[src/rtl/ledstrip_fifo_driver.sv]
// ledstrip_fifo_driver: register-mapped pixel FIFO feeding a WS2812-style
// one-wire serializer with NUM_CH selectable strip outputs on uo_out[NUM_CH:1].
// Optional feature macro: LEDSTRIP_BRIGHTNESS_EN (brightness scaling at pop time).
module ledstrip_fifo_driver #(
    parameter int unsigned CLOCK_MHZ  = 64,
    parameter int unsigned NUM_CH     = 2,
    parameter int unsigned FIFO_DEPTH = 4
) (
    input  logic       clk,
    input  logic       rst_n,
    input  logic [7:0] ui_in,
    output logic [7:0] uo_out,
    input  logic [3:0] address,
    input  logic       data_write,
    input  logic [7:0] data_in,
    output logic [7:0] data_out
);

    // Bit timing in clock cycles
    localparam int unsigned T0H   = CLOCK_MHZ * 400 / 1000;
    localparam int unsigned T1H   = CLOCK_MHZ * 800 / 1000;
    localparam int unsigned TBIT  = CLOCK_MHZ * 1250 / 1000;
    localparam int unsigned TRST  = CLOCK_MHZ * 60;

    localparam int unsigned CNT_W = $clog2(TRST + 1);
    localparam int unsigned PTR_W = (FIFO_DEPTH > 1) ? $clog2(FIFO_DEPTH) : 1;
    localparam int unsigned LVL_W = $clog2(FIFO_DEPTH + 1);
    localparam int unsigned REP_W = 7;
    localparam int unsigned IDX_W = 5;

    localparam logic [3:0] A_STATUS = 4'h0;
    localparam logic [3:0] A_R      = 4'h1;
    localparam logic [3:0] A_G      = 4'h2;
    localparam logic [3:0] A_B      = 4'h3;
    localparam logic [3:0] A_PUSH   = 4'h4;
    localparam logic [3:0] A_CHSEL  = 4'h5;
    localparam logic [3:0] A_BRIGHT = 4'h6;

    typedef struct packed {
        logic [7:0] g;
        logic [7:0] r;
        logic [7:0] b;
        logic [2:0] ch;
        logic [5:0] count;
        logic       latch;
    } entry_t;

    typedef enum logic [2:0] {
        S_IDLE,
        S_LOAD,
        S_BIT_HIGH,
        S_BIT_LOW,
        S_LATCH
    } state_t;

    // Staging registers
    logic [7:0] r_q, g_q, b_q;
    logic [2:0] chsel_q;
    logic [7:0] bright_rd;
    logic       overflow_q;

    // FIFO storage and pointers
    entry_t             mem [FIFO_DEPTH];
    logic [PTR_W-1:0]   wr_ptr_q, rd_ptr_q;
    logic [LVL_W-1:0]   level_q;

    // Serializer state
    state_t             state_q, state_d;
    logic [CNT_W-1:0]   cnt_q, cnt_d;
    logic [IDX_W-1:0]   bit_idx_q, bit_idx_d;
    logic [REP_W-1:0]   rep_q, rep_d;
    logic [23:0]        pix_q, pix_d;
    logic [2:0]         ch_q, ch_d;
    logic               latch_q, latch_d;
    logic [7:0]         uo_d;

    logic       wr_cmd, flush, clr_ovf, push_req, push_ok, pop;
    logic       full, empty, idle;
    entry_t     push_entry, head;
    logic [7:0] head_g, head_r, head_b;
    logic [2:0] head_ch;
    logic [CNT_W-1:0] hi_last, lo_last;
    logic       unused_ui;

    assign unused_ui = ^ui_in;

    assign wr_cmd   = data_write && (address == A_STATUS);
    assign flush    = wr_cmd && data_in[1];
    assign clr_ovf  = wr_cmd && data_in[0];
    assign push_req = data_write && (address == A_PUSH);

    assign full     = (level_q == LVL_W'(FIFO_DEPTH));
    assign empty    = (level_q == '0);
    assign push_ok  = push_req && !full && !flush;
    assign pop      = (state_q == S_LOAD) && !empty && !flush;
    assign idle     = empty && (state_q == S_IDLE);

    assign push_entry = '{g: g_q, r: r_q, b: b_q, ch: chsel_q,
                          count: data_in[5:0], latch: data_in[7]};
    assign head       = mem[rd_ptr_q];
    assign head_ch    = (head.ch < 3'(NUM_CH)) ? head.ch : 3'd0;

`ifdef LEDSTRIP_BRIGHTNESS_EN
    logic [7:0] bright_q;

    // Scale one colour component by (BRIGHT+1)/256
    function automatic logic [7:0] scale(input logic [7:0] c, input logic [7:0] br);
        logic [16:0] p;
        p = 17'(c) * (17'(br) + 17'd1);
        return p[15:8];
    endfunction

    // Brightness register
    always_ff @(posedge clk) begin
        if (!rst_n) begin
            bright_q <= 8'hFF;
        end else if (data_write && (address == A_BRIGHT)) begin
            bright_q <= data_in;
        end
    end

    assign bright_rd = bright_q;
    assign head_g    = scale(head.g, bright_q);
    assign head_r    = scale(head.r, bright_q);
    assign head_b    = scale(head.b, bright_q);
`else
    assign bright_rd = 8'h00;
    assign head_g    = head.g;
    assign head_r    = head.r;
    assign head_b    = head.b;
`endif

    // Colour / channel staging registers; only later pushes see new values
    always_ff @(posedge clk) begin
        if (!rst_n) begin
            r_q     <= 8'h00;
            g_q     <= 8'h20;
            b_q     <= 8'h00;
            chsel_q <= 3'd0;
        end else if (data_write) begin
            case (address)
                A_R:     r_q     <= data_in;
                A_G:     g_q     <= data_in;
                A_B:     b_q     <= data_in;
                A_CHSEL: chsel_q <= data_in[2:0];
                default: ;
            endcase
        end
    end

    // Sticky overflow flag: set on a push into a full FIFO
    always_ff @(posedge clk) begin
        if (!rst_n) begin
            overflow_q <= 1'b0;
        end else if (push_req && full && !flush) begin
            overflow_q <= 1'b1;
        end else if (clr_ovf) begin
            overflow_q <= 1'b0;
        end
    end

    // FIFO storage write
    always_ff @(posedge clk) begin
        if (push_ok) begin
            mem[wr_ptr_q] <= push_entry;
        end
    end

    // FIFO pointers and fill level; flush empties the queue
    always_ff @(posedge clk) begin
        if (!rst_n || flush) begin
            wr_ptr_q <= '0;
            rd_ptr_q <= '0;
            level_q  <= '0;
        end else begin
            if (push_ok) wr_ptr_q <= wr_ptr_q + PTR_W'(1);
            if (pop)     rd_ptr_q <= rd_ptr_q + PTR_W'(1);
            level_q <= level_q + LVL_W'(push_ok) - LVL_W'(pop);
        end
    end

    // High/low phase terminal counts for the bit currently being sent
    assign hi_last = pix_q[bit_idx_q] ? CNT_W'(T1H - 1) : CNT_W'(T0H - 1);
    assign lo_last = pix_q[bit_idx_q] ? CNT_W'(TBIT - T1H - 1) : CNT_W'(TBIT - T0H - 1);

    // Serializer next-state and output decode
    always_comb begin
        state_d   = state_q;
        cnt_d     = cnt_q;
        bit_idx_d = bit_idx_q;
        rep_d     = rep_q;
        pix_d     = pix_q;
        ch_d      = ch_q;
        latch_d   = latch_q;
        uo_d      = 8'h00;

        unique case (state_q)
            S_IDLE: begin
                if (!empty) state_d = S_LOAD;
            end
            S_LOAD: begin
                if (empty) begin
                    state_d = S_IDLE;
                end else begin
                    pix_d     = {head_g, head_r, head_b};
                    ch_d      = head_ch;
                    rep_d     = (head.count == 6'd0) ? 7'd64 : {1'b0, head.count};
                    latch_d   = head.latch;
                    bit_idx_d = 5'd23;
                    cnt_d     = '0;
                    state_d   = S_BIT_HIGH;
                end
            end
            S_BIT_HIGH: begin
                if (cnt_q == hi_last) begin
                    cnt_d   = '0;
                    state_d = S_BIT_LOW;
                end else begin
                    cnt_d = cnt_q + CNT_W'(1);
                end
            end
            S_BIT_LOW: begin
                if (cnt_q == lo_last) begin
                    cnt_d = '0;
                    if (bit_idx_q != 5'd0) begin
                        bit_idx_d = bit_idx_q - 5'd1;
                        state_d   = S_BIT_HIGH;
                    end else if (rep_q != 7'd1) begin
                        rep_d     = rep_q - 7'd1;
                        bit_idx_d = 5'd23;
                        state_d   = S_BIT_HIGH;
                    end else if (latch_q) begin
                        state_d = S_LATCH;
                    end else begin
                        state_d = S_LOAD;
                    end
                end else begin
                    cnt_d = cnt_q + CNT_W'(1);
                end
            end
            S_LATCH: begin
                if (cnt_q == CNT_W'(TRST - 1)) begin
                    cnt_d   = '0;
                    state_d = S_LOAD;
                end else begin
                    cnt_d = cnt_q + CNT_W'(1);
                end
            end
            default: begin
                state_d = S_IDLE;
            end
        endcase

        // Flush aborts the current entry and forces a reset gap
        if (flush) begin
            state_d = S_LATCH;
            cnt_d   = '0;
        end

        if (state_d == S_BIT_HIGH) begin
            uo_d = 8'b0000_0010 << ch_d;
        end
    end

    // Serializer state, datapath and output register
    always_ff @(posedge clk) begin
        if (!rst_n) begin
            state_q   <= S_IDLE;
            cnt_q     <= '0;
            bit_idx_q <= '0;
            rep_q     <= '0;
            pix_q     <= '0;
            ch_q      <= '0;
            latch_q   <= 1'b0;
            uo_out    <= 8'h00;
        end else begin
            state_q   <= state_d;
            cnt_q     <= cnt_d;
            bit_idx_q <= bit_idx_d;
            rep_q     <= rep_d;
            pix_q     <= pix_d;
            ch_q      <= ch_d;
            latch_q   <= latch_d;
            uo_out    <= uo_d;
        end
    end

    // Register read mux
    always_comb begin
        data_out = 8'h00;
        case (address)
            A_STATUS: data_out = {4'(level_q), 1'b0, overflow_q, full, idle};
            A_R:      data_out = r_q;
            A_G:      data_out = g_q;
            A_B:      data_out = b_q;
            A_CHSEL:  data_out = {5'b0, chsel_q};
            A_BRIGHT: data_out = bright_rd;
            default:  data_out = 8'h00;
        endcase
    end

endmodule

[config.mk]
export PLATFORM = sky130hd
export DESIGN_NAME = ledstrip_fifo_driver
export DESIGN_NICKNAME = d
export VERILOG_FILES = /design/src/rtl/ledstrip_fifo_driver.sv
export SDC_FILE = /design/constraint.sdc
export NUM_CORES = 1
export LEC_CHECK = 0
export CAP_MARGIN = 5
export CELL_PAD_IN_SITES_DETAIL_PLACEMENT = 0
export CELL_PAD_IN_SITES_GLOBAL_PLACEMENT = 2
export CORE_MARGIN = 1.5
export CORE_UTILIZATION = 45
export CTS_CLUSTER_SIZE = 16
export DETAILED_ROUTE_END_ITERATION = 10
export DONT_BUFFER_PORTS = 1
export HOLD_SLACK_MARGIN = 0.12
export PLACE_DENSITY_LB_ADDON = 0.05
export SLEW_MARGIN = 15
export SYNTH_ARGS = -nofsm -noshare
export SYNTH_HDL_FRONTEND = slang
export SYNTH_SLANG_ARGS = --single-unit
[constraint.sdc]
create_clock -name clk -period 3.7 [get_ports clk]
set_clock_uncertainty 0.1 [all_clocks]
set_input_delay 0.37 -clock clk [delete_from_list [all_inputs] [get_ports clk]]
set_output_delay 0.37 -clock clk [all_outputs]
set_load 0.02 [all_outputs]
Word-level counts from Yosys, hierarchy flattened. Memories as Yosys holds them, arrays and structs flattened. A register that Yosys moved wholly into a read port is not among the register bits. Cells that the tools add are included.

Add/subtract/negate cells: 7. $mul: 0. Divide/modulo/power cells: 0. $lt $le $gt $ge: 2. Equal/unequal tests: 20. Shift operators: 1. Muxes and demuxes: 40. Bitwise gates (word level): 2. Reduce and logical (&&, ||, !) cells: 34.

Operators with widths (count): 2-to-1 mux 12 bit (4); case mux 12 bit (4 select lines) (1); case mux 8 bit (5 select lines) (1); 2-to-1 mux 7 bit (5); 2-to-1 mux 3 bit (11); equality test 12 x 6 -> 1 bit (2); 2-to-1 mux 5 bit (4); case mux 3 bit (5 select lines) (1); case mux 7 bit (2 select lines) (1); AND reduction 2 bit (7); adder 12 x 1 -> 12 bit, second input constant (1); equality test 12 bit, second input constant (1); 2-to-1 mux 6 bit (2); logical AND 1 bit (11); case mux 5 bit (2 select lines) (1); equality test 3 x 2 -> 1 bit, second input constant (3); equality test 4 x 2 -> 1 bit, second input constant (2); equality test 4 x 3 -> 1 bit, second input constant (2); inequality test 2 bit, second input constant (4); left shift 2 x 3 -> 8 bit, first input constant (1); inequality test 7 x 1 -> 1 bit, second input constant (1); subtractor 7 x 1 -> 7 bit, second input constant (1); equality test 3 bit, second input constant (2); zero test 3 bit (2); other kinds (23) (35).

Bits in registers: 98. Latch bits: 0. Memory bits (writable): 136. Memory bits (read-only): 0. Bits of input ports: 23. Output and inout bits: 16. Word-level logic and storage cells: 123. Memories kept: 1.

Memories: mem (depth 4, width 34, rd ports 1, clocked after memory_dff 1, write ports 1, line 63) `entry_t mem [FIFO_DEPTH];`.

Logic depth before layout (Yosys ltp).
Word-level depth: 9. Depth in mapped cells: 13. Depth with buffers taken out: 12.

Worst setup path after synthesis. No wires, ideal clock.

Kind: input port to flip-flop. Start: in address[1]. End: reg level_q[2]. Library setup time: 0.128 ns. Arrival time: 2.555 ns. Data required time: 3.472 ns. Slack: 0.918 ns. Cell stages on the path: 13. Path buffers: 2. Path through: clkbuf_1 nor4b_1 and3_1 clkbuf_1 inv_1 ha_1 inv_1 ha_1 inv_1 fa_1 xor2_1 xnor2_1 nor2_1.

Longest elaborated chain between the ends: 7. Elaborated cells between the ends (all ways): 12. Classes of those cells: add/sub (2); eq/ne (1); reduce/logical (9).

Ends and longest elaborated chain: start, declared (line 13) `input logic [3:0] address,`; zero test 4 bit (line 87) `assign wr_cmd = data_write && (address == A_STATUS);`; logical AND 1 bit (line 87); logical AND 1 bit (line 88) `assign flush = wr_cmd && data_in[1];`; zero test 1 bit (line 94, 95); logical AND 1 bit (line 94) `assign push_ok = push_req && !full && !flush;`; adder 3 x 1 -> 3 bit (line 178) `level_q <= level_q + LVL_W'(push_ok) - LVL_W'(pop);`; subtractor 3 x 1 -> 3 bit (line 178); end signal, assigned (line 178); end, declared (line 65) `logic [LVL_W-1:0] level_q;`.

Several ways; a longest one is shown, not always the timed one. A chain may end at the register's enable or synchronous reset.

Worst setup path in the final report.
Start: reg bit_idx_q[0]. End: reg cnt_q[10].

Longest elaborated chain between the ends: 6. Elaborated cells between the ends (all ways): 9. Classes of those cells: eq/ne (2); mux (7).

Ends and longest elaborated chain: start, declared (line 70) `logic [IDX_W-1:0] bit_idx_q, bit_idx_d;`; start signal, assigned (line 279) `bit_idx_q <= bit_idx_d;`; binary-select mux 1 bit (select 5 bit) * (line 183, 184); 2-to-1 mux 1 bit (implied by the code) * (line 183, 184); 2-to-1 mux 6 bit (on tied branches) (line 184, 183); equality test 12 x 6 -> 1 bit (on tied branches) (line 223, 215); 2-to-1 mux 12 bit (on tied branches) (line 223, 215); case mux 12 bit (4 select lines) * (line 197) `unique case (state_q)`; end signal, assigned (line 278) `cnt_q <= cnt_d;`; end, declared (line 69) `logic [CNT_W-1:0] cnt_q, cnt_d;`.

Mark *: on every way between the ends. The rest lies on a longest branch, timed or not. The select of a mux whose other input is x is not followed.

==> run metrics <==
run status=completed; commonest non-fill, non-tap cell in the layout=edfxtp_1; clock buffer count from CTS=26; Top FF cell, synth=edfxtp_1; CTS tree=done; #FFs+latches synth=roughly 240; Post-Syn Nets=805; Boundary Pins=39; CTS Root Cell=clkbuf_16; max-slew violations=0; DRT antenna net count=0; gr ovfl total=0; Clock Sinks=235; R2R cell count=6; post_cts resized=0; pwr dens=508 nW/um2; crit path DAT=approximately 3.5 ns; Mapped Cells=771; R2R Setup Slk=0.53 ns; Final setup viols=0; final setup TNS=0 ns; max_slew headroom=0.419; Starting Density=0.463; DPL Wire Length=14.9 mm; worst r2r src=bit_idx_q[0]; vias per cell=5.74; CP Buf/Inv Count=0; FMAX=0.316 GHz; clock buffer depth=3; clk_lat worst skew=0.54 ns; area growth from synthesis to layout=14.2%; Clk pwr share=0.498; first-iteration detailed-routing DRC count=413; register area share after synthesis=0.615; core area=21300 um2; most frequent cells in the layout=edfxtp_1 (136), dfxtp_1 (98), nand2_1 (90); critical path class=reg -> reg; VDD IR-drop max=0.000392 V; CP peak stage delay=0.75 ns; die width=approximately 150 um; first-pass GRT wire length=36.2 mm; GPL Wtd Cong=0.800; sw frac=0.199; Slew @ Worst Pin=0.860 ns; switching power=1.14 mW; drt pass-1 iters=5; # placed instances=slightly above 1000; Slowest-stage cell, CP=dfxtp_1; nets=between 800 and 900; worst r2r dst=cnt_q[10]; Site Rows=53; routed vias=6218; RSZ-0062 raised after global routing=false; Final Hold Vio Count=0; Seq pwr share=0.484; Tot GR Track Use=0.214; WL/cell=21.7 um; Crit path max-delay family=compound AO/OA/AOI/OAI gates; Yosys cell types=66; die height=approximately 150 um; Max-cap violations=0; IO buf count=0; crit path capture type=flip-flop; layout cells sized above 1=0.135; fin crit period=approximately 3.2 ns; critical path fanouts, max=11; Post-synth EDFFs=136; Inserted Diodes=0; drt total wl=23.6 mm; Finished Core Util=0.529; Synth Warn #=0; initial antenna violation count=0; Hold Crit Class=in -> reg; CP startpoint kind=flip-flop; ys async rst share=0; Die ar.=22800 um2; crit-path cells=mux4_2 -> o2111a_1 -> o311ai_0 -> a21o_1 -> nand2_1 -> o21ai_0; H-tree Lvls=1; WHS Path Cells=3; DRC=0; LEAKAGE=3.76 nW; Post-CTS Hold Fix Bufs=15; Pint=4.58 mW; final worst-path cycle share=0.856; Reg clk slew, reported paths=0.06 ns; Post-Syn Area=9860 um2; power share of the combinational group=0.018; largest net degree at the start of global routing=60; HP Start=address[2]; final cell count without fillers=roughly 1100; Avg Inst Size Synth=12.8 um2; postcts setup bufs=0; critical path required time=slightly above 4 ns; Hold EP=chsel_q[0]; vias in the first global route=just over 6000
## logic make-up (layout without fill, tap and decap cells)
kind of cell,Yosys count,count (layout),synth area share
AOI/OAI and AO/OA,104,104,0.0731
xor gates and xnor gates,11,11,0.00977
adders and majority gates,11,11,0.0147
buffers and inverters,56,94,0.0230
DFF,235,235,0.615
muxes,81,81,0.130
other,1,1,0.000380
and+or+nand+nor,272,272,0.134
## through the flow
| stage | worst slack, ns | hold WS (ns) | power [mW] | area [um2] |
|---|---|---|---|---|
| 2_1_floorplan | 0.918 | 0.333 | 2.89 | 9860 |
| 3_3_place_gp | 0.588 | 0.342 | 2.90 | 10100 |
| 3_5_place_dp | 0.574 | 0.344 | 2.90 | 10100 |
| 4_1_cts | 0.567 | 0.130 | 5.76 | 11300 |
| 5_1_grt | 0.327 | 0.161 | 5.87 | 11300 |
| 6_report | 0.531 | 0.145 | 5.71 | 11300 |
## how the worst max path moves through the flow
stage                            start  slack, ns  cells past startpoint         end
after floorplan             address[1]       0.92                     13  level_q[2]
after global placement    bit_idx_q[0]       0.59                      6    cnt_q[3]
after detailed placement  bit_idx_q[0]       0.57                      6    cnt_q[4]
after CTS                 bit_idx_q[0]       0.57                      6   cnt_q[10]
after global routing      bit_idx_q[0]       0.33                      6   cnt_q[10]
final                     bit_idx_q[0]       0.53                      6   cnt_q[10]
## power by group through the flow
stage | Combinational, mW | Clock, mW | Sequential [mW]
6_report | 0.103 | 2.84 | 2.77
5_1_grt | 0.112 | 2.99 | 2.77
4_1_cts | 0.104 | 2.89 | 2.77
3_5_place_dp | 0.0806 | 0 | 2.82
3_3_place_gp | 0.0796 | 0 | 2.82
2_1_floorplan | 0.0680 | 0 | 2.82
## worst reg2reg max path: cells and delay by family, from the launching register on
kind,cells,cell delay [ns]
and+or+nand+nor,1,0.22
DFF,1,0.75
muxes,1,0.66
AOI/OAI and AO/OA,4,1.37
## cell type report
cell class	instances	area [um2]
Fill cell	1824	10000
Sequential cell	235	6070
Multi-Input combinational cell	480	3560
Clock buffer	29	662
Tap cell	275	344
Clock inverter	19	295
Timing Repair Buffer	30	263
Inverter	16	60.1
## cell usage after synthesis, types with 11 or more instances
| library cell | n | area, um2 |
|---|---|---|
| nor3_1 | 18 | 90.1 |
| nand2_1 | 90 | 338 |
| edfxtp_1 | 136 | 4080 |
| inv_1 | 15 | 56.3 |
| o21ai_0 | 11 | 55.1 |
| nor2_1 | 71 | 267 |
| nand3_1 | 16 | 80.1 |
| mux2i_1 | 40 | 400 |
| mux4_2 | 37 | 833 |
| dfxtp_1 | 99 | 1980 |
| a21oi_1 | 39 | 195 |
| clkbuf_1 | 31 | 116 |
| nor2b_1 | 11 | 68.8 |
## per-layer routing
metal | GRT usage | up-vias | part of all wire | wire, um
met5 | 0 | - | 0 | 0
met4 | 0.0437 | 0 | 0.016 | 367
met3 | 0.0367 | 29 | 0.047 | 1110
li1 | - | 2924 | - | -
met1 | 0.296 | 3127 | 0.46 | 11000
met2 | 0.356 | 138 | 0.47 | 11100
## registers in the layout, indices dropped and copies added (netlist names), named ones only
register    count
bit_idx_q       5
chsel_q         3
latch_q         1
r_q             8
pix_q          24
b_q             8
g_q             8
state_q         3
ch_q            3
level_q         3
uo_out          7
overflow_q      1
cnt_q          12
wr_ptr_q        2
rd_ptr_q        2
mem           136
rep_q           7
Note: power is estimated with default switching activity, not from simulation.
